**src/rtl/controlador_somador_subtrator_pkg.sv**
```systemverilog
// Shared types and constants for the add/sub coprocessor sequencer.
// Combinational definitions only. No latency or backpressure.
package pacote_coprocessador;

    typedef enum logic [1:0] {
        OCIOSO,
        CALCULA,
        RESULTADO
    } estado_t;

    localparam logic OP_SOMA      = 1'b0;
    localparam logic OP_SUB       = 1'b1;
    localparam int   LARGURA_DADO = 8;

endpackage

```
**src/rtl/modulo_somador_subtrator.sv**
```systemverilog
// 8-bit add/sub unit: A + B, or A + ~B + 1. Bit 8 is the carry for soma and the borrow (A<B) for sub.
// Purely combinational, so there is no latency and no backpressure.
module modulo_somador_subtrator
    import pacote_coprocessador::*;
(
    input  logic [LARGURA_DADO-1:0] a,
    input  logic [LARGURA_DADO-1:0] b,
    input  logic                    op,
    output logic [LARGURA_DADO:0]   resultado
);

    logic [LARGURA_DADO-1:0] b_efetivo;
    logic [LARGURA_DADO:0]   soma_bruta;

    always_comb begin
        b_efetivo  = (op == OP_SUB) ? ~b : b;
        soma_bruta = {1'b0, a} + {1'b0, b_efetivo} + {{LARGURA_DADO{1'b0}}, op};
        // For sub, carry out of A + ~B + 1 is set when A >= B, so invert it to get the borrow.
        resultado  = {soma_bruta[LARGURA_DADO] ^ op, soma_bruta[LARGURA_DADO-1:0]};
    end

endmodule

```
**src/rtl/controlador_somador_subtrator.sv**
```systemverilog
// Sequencer around modulo_somador_subtrator: accept, compute, then hold the result. `SATURACAO_EN` enables saturation.
// Latency: out_valid rises two cycles after the accept cycle. The unit handles at most one command every 3 cycles.
// Backpressure: while out_ready is low, the result and flags hold and in_ready stays low.
module controlador_somador_subtrator
    import pacote_coprocessador::*;
#(
    parameter int LARGURA_CONT = 16
) (
    input  logic                    clk,
    input  logic                    rst_n,
    input  logic                    in_valid,
    output logic                    in_ready,
    input  logic [LARGURA_DADO-1:0] in_a,
    input  logic [LARGURA_DADO-1:0] in_b,
    input  logic                    in_op,
    output logic                    out_valid,
    input  logic                    out_ready,
    output logic [LARGURA_DADO:0]   out_resultado,
    output logic                    out_zero,
    output logic                    out_sat,
    output logic [LARGURA_CONT-1:0] contador_ops
);

    localparam logic [LARGURA_CONT-1:0] UM = LARGURA_CONT'(1);

    estado_t                 estado, proximo;
    logic [LARGURA_DADO-1:0] a_q, b_q;
    logic                    op_q;
    logic [LARGURA_DADO:0]   res_unidade;
    logic [LARGURA_DADO:0]   res_final;
    logic                    sat_final;
    logic                    aceita, entrega;

    modulo_somador_subtrator u_unidade (
        .a         (a_q),
        .b         (b_q),
        .op        (op_q),
        .resultado (res_unidade)
    );

`ifdef SATURACAO_EN
    always_comb begin
        res_final = res_unidade;
        sat_final = 1'b0;
        if (res_unidade[LARGURA_DADO]) begin
            sat_final = 1'b1;
            res_final = (op_q == OP_SOMA) ? 9'h1FF : 9'h100;
        end
    end
`else
    assign res_final = res_unidade;
    assign sat_final = 1'b0;
`endif

    always_comb begin
        proximo   = estado;
        in_ready  = 1'b0;
        out_valid = 1'b0;
        unique case (estado)
            OCIOSO: begin
                in_ready = 1'b1;
                if (in_valid) proximo = CALCULA;
            end
            CALCULA: proximo = RESULTADO;
            RESULTADO: begin
                out_valid = 1'b1;
                if (out_ready) proximo = OCIOSO;
            end
            default: proximo = OCIOSO;
        endcase
    end

    assign aceita  = (estado == OCIOSO) && in_valid;
    assign entrega = (estado == RESULTADO) && out_ready;

    always_ff @(posedge clk or negedge rst_n) begin
        if (!rst_n) begin
            estado        <= OCIOSO;
            a_q           <= '0;
            b_q           <= '0;
            op_q          <= OP_SOMA;
            out_resultado <= '0;
            out_zero      <= 1'b0;
            out_sat       <= 1'b0;
            contador_ops  <= '0;
        end else begin
            estado <= proximo;
            if (aceita) begin
                a_q  <= in_a;
                b_q  <= in_b;
                op_q <= in_op;
            end
            if (estado == CALCULA) begin
                out_resultado <= res_final;
                out_zero      <= (res_final[LARGURA_DADO-1:0] == '0);
                out_sat       <= sat_final;
            end
            if (entrega) contador_ops <= contador_ops + UM;
        end
    end

endmodule

```
**config.mk**
```make
export PLATFORM = sky130hd
export DESIGN_NAME = controlador_somador_subtrator
export DESIGN_NICKNAME = d
export VERILOG_FILES = /design/src/rtl/controlador_somador_subtrator_pkg.sv /design/src/rtl/modulo_somador_subtrator.sv /design/src/rtl/controlador_somador_subtrator.sv
export SDC_FILE = /design/constraint.sdc
export NUM_CORES = 1
export LEC_CHECK = 0
export ABC_AREA = 1
export CAP_MARGIN = 20
export CELL_PAD_IN_SITES_DETAIL_PLACEMENT = 0
export CELL_PAD_IN_SITES_GLOBAL_PLACEMENT = 1
export CORE_ASPECT_RATIO = 0.6
export CORE_MARGIN = 1.5
export CORE_UTILIZATION = 46
export CTS_CLUSTER_DIAMETER = 30
export DETAILED_ROUTE_END_ITERATION = 12
export DONT_BUFFER_PORTS = 1
export PLACE_DENSITY = 0.82
export SLEW_MARGIN = 20
export SYNTH_ARGS = -nofsm -noshare
export SYNTH_HDL_FRONTEND = slang
export SYNTH_HIERARCHICAL = 1
export SYNTH_SLANG_ARGS = --single-unit
```
**constraint.sdc**
```tcl
create_clock -name clk -period 2.5 [get_ports clk]
set_input_delay 0.5 -clock clk [delete_from_list [all_inputs] [get_ports clk]]
set_output_delay 0.5 -clock clk [all_outputs]
set_load 0.02 [all_outputs]
```
==> run_results.csv <==
group,metric,value,unit
outcome,status,"finished, violations left",
outcome,violations,"DRC",
global_routing,antenna_found_initial,0,
die,die_y,60.36,um
die,dieWidth,98.60,um
worst_setup_path,critical_path_class,"register to register",
yosys,syn_area_per_cell,7.907,sq um
flow_run,max-cap-violations,0,
clocking,cts_buffers,5,
drt,wl_per_cell,13.67,um
power_and_ir_drop,power-per-cell-area,1432,nW/um^2
timing,slew_headroom,61.40,%
global_routing,grt_pass1_vias,1700,
drt,drtPass1Iterations,8,
clocking,cts_tree,"done",
timing,fin_tns_setup,0,ns
power_and_ir_drop,power_leakage,0.001450,uW
yosys,syn-instance-count,319,
min_path,hp-class,"primary input to async pin",
cells_and_area,antenna_cells,0,
cells_and_area,layout-drive-gt1-share,7.788,%
yosys,ys_top_cells_by_area,"dfrtp_1 (45%), nand2_1 (19%), xor2_1 (6.3%)",
yosys,synth_fp_nets,349,
drt,vias_per_cell,4.798,
yosys,ys_ff_latch,45,
timing,fin_worst_skew,0.004927,ns
clocking,cts_resized,0,
global_routing,grtUsageTotal,18.88,%
timing,rsz0062_at_grt,"no",
worst_setup_path,start_kind,"register",
timing,setup_viol,0,
global_routing,grt_max_degree,46,
clocking,cts_max_level,2,
timing,post-route-period-util,85.99,%
global_routing,globalRouteOverflowTotal,0,
timing,tightestPinTransition,0.5746,ns
worst_setup_path,critPathMaxStageDelay,0.66,ns
worst_setup_path,arrival,2.37,ns
place,hpwl,4.010,mm
drt,drc,1,
clocking,clk_latency,0.29,ns
timing,min_period,2.150,ns
cells_and_area,layout_commonest_cell,"nand2_1",
cells_and_area,fill_cells,527,
clocking,path_clk_slew,0.08,ns
yosys,ys_types,29,
place,gp_congestion,0.8206,
yosys,yosysTopAreaCellShare,44.64,%
clocking,clock_path_buffers,2,
cells_and_area,area_growth_syn_to_layout,6.449,%
die,dieArea,5952,sq um
die,pin_count,50,
die,core.rowCount,20,
die,start_util,48.70,%
global_routing,use_met3,5.415,%
die,core_area,5180,sq um
worst_setup_path,path_max_fanout,11,
drt,drtAntennaViolNets,0,
worst_setup_path,cp.required,2.72,ns
global_routing,gr-usage-met2,21.92,%
drt,drt-initial-drc-count,103,
clocking,cts.sinks,45,
yosys,synth.yosys.seq_area_share,44.64,%
worst_setup_path,crit_top_cell,"nand2_1",
place,dp.cells,379,
cells_and_area,most-common-layout-cells,"nand2_1 (127), dfrtp_1 (45), inv_1 (35)",
clocking,cts_root_buffer,"clkbuf_8",
worst_setup_path,cp-end-kind,"register",
timing,slew_violations,0,
place,port_buffers,0,
timing,fmax,0.4652,GHz
yosys,yosysTopAreaCell,"dfrtp_1",
yosys,synth_area,2522,sq um
drt,vias,1857,
global_routing,grt_use_met1,32.12,%
cells_and_area,nNetsFinal,351,
global_routing,gr-max-usage-layer,"met1",
global_routing,grt_pass1_wl,8.521,mm
cells_and_area,layout.cells.non_filler,387,
yosys,yosys_warnings,6,
timing,final_hold_viol_count,0,
power_and_ir_drop,ir_worst_vdd,0.5556,mV
worst_setup_path,crit_chain,"xor2_1 > fa_1 > nand2_1 > nand2_1 > nand3_1 > nand2_1 > xor2_1 > inv_1 > nand4_1 > o21ai_0",
drt,wl,5.291,mm
worst_setup_path,slowest_stage,"dfrtp_1",
power by group:
part	switching, uW	internal (uW)
combinational	1230	707
sequential	391	982
clock	246	291
total	1860	1980
metal layers:
layer,wire length (um),vias up
met3,342,5
li1,-,985
met5,0,-
met1,3156,820
met4,34,0
met2,1757,47
cells in the mapped netlist:
| cell type | number |
|---|---|
| nand2_1 | 127 |
| dfrtp_1 | 45 |
| inv_1 | 35 |
| nor2_1 | 22 |
| xor2_1 | 18 |
| nand3_1 | 12 |
| o21ai_0 | 9 |
| ha_1 | 8 |
| nand4_1 | 7 |
| nand2_2 | 5 |
| buf_6 | 3 |
| nor3_1 | 3 |
| xnor2_1 | 3 |
| a21oi_1 | 2 |
| buf_2 | 2 |
| inv_2 | 2 |
| nand2_4 | 2 |
| nor2_2 | 2 |
| nor3_4 | 2 |
| buf_4 | 1 |
| conb_1 | 1 |
| fa_1 | 1 |
| inv_4 | 1 |
| nand3_2 | 1 |
| nand3_4 | 1 |
| nand3b_1 | 1 |
| nor2_4 | 1 |
| o21bai_1 | 1 |
| or2_1 | 1 |
cell type report:
class | count | area (sq um) | share of cell area [%]
clock buffers | 5 | 68.82 | 2.563
clock inverters | 2 | 35.03 | 1.305
repair buffers | 1 | 27.53 | 1.025
inverters | 38 | 145.1 | 5.405
well taps | 66 | 82.58 | 3.075
multi-input cells | 230 | 1200 | 44.69
flip-flops and latches | 45 | 1126 | 41.94
path summary, 6_finish.rpt:
| path | slack [ns] | start | endpoint | cells past startpoint |
|---|---|---|---|---|
| max | 0.35 | op_q | out_zero | 10 |
| min | 0.04 | rst_n | a_q[1] | 1 |
| max reg2reg | 0.35 | op_q | out_zero | 10 |
| min reg2reg | 0.49 | a_q[6] | a_q[6] | 2 |
| max in group asynchronous | 2.25 | rst_n | out_resultado[6] | 1 |
| min in group clk | 0.31 | in_b[6] | b_q[6] | 2 |
kinds of logic (layout without fill, tap and decap cells):
group           after synthesis  in the layout  synth area share [%]
flops                        45             45                 44.64
compound gates               12             12                 2.480
simple gates                187            187                 32.89
fa+ha+maj                     9              9                 4.762
buf+inv                      44             46                 7.788
xor+xnor                     21             21                 7.292
other cells                   1              1                0.1487
worst max-delay path, delay by kind of cell (launching register included):
kind                     cells  cell delay (ns)
AND/OR/NAND/NOR              5             0.39
buffers and inverters        1             0.07
AO/OA/AOI/OAI                1             0.15
adder cells (fa/ha/maj)      1             0.46
flip-flops                   1             0.66
XOR/XNOR                     2             0.34
metrics by stage:
step | hold slack (ns) | worst slack (ns) | instance area, sq um | total power [uW] | utilization [%]
floorplan | 0.2044 | 0.6378 | 2522 | 2900 | -
global placement | 0.2056 | 0.4424 | 2554 | 3268 | 49.30
detailed placement | 0.2055 | 0.3659 | 2554 | 3309 | 49.30
CTS | 0.04353 | 0.3448 | 2685 | 3879 | 51.84
global route | 0.03717 | 0.1803 | 2685 | 4238 | 51.84
finish | 0.03513 | 0.3502 | 2685 | 3844 | 51.84
flip-flops by register name, indices dropped and copies added, names as in the netlist:
signal         count
out_zero           1
a_q                8
op_q               1
estado             2
b_q                8
contador_ops      16
out_resultado      9
timing repair:
| item | 4_1_cts | 5_1_grt |
|---|---|---|
| buffers inserted | 0 | 0 |
| hold buffers | 1 | 0 |
| hold endpoints to repair | 45 | 0 |
No activity file was read; power rests on OpenSTA's default activity.
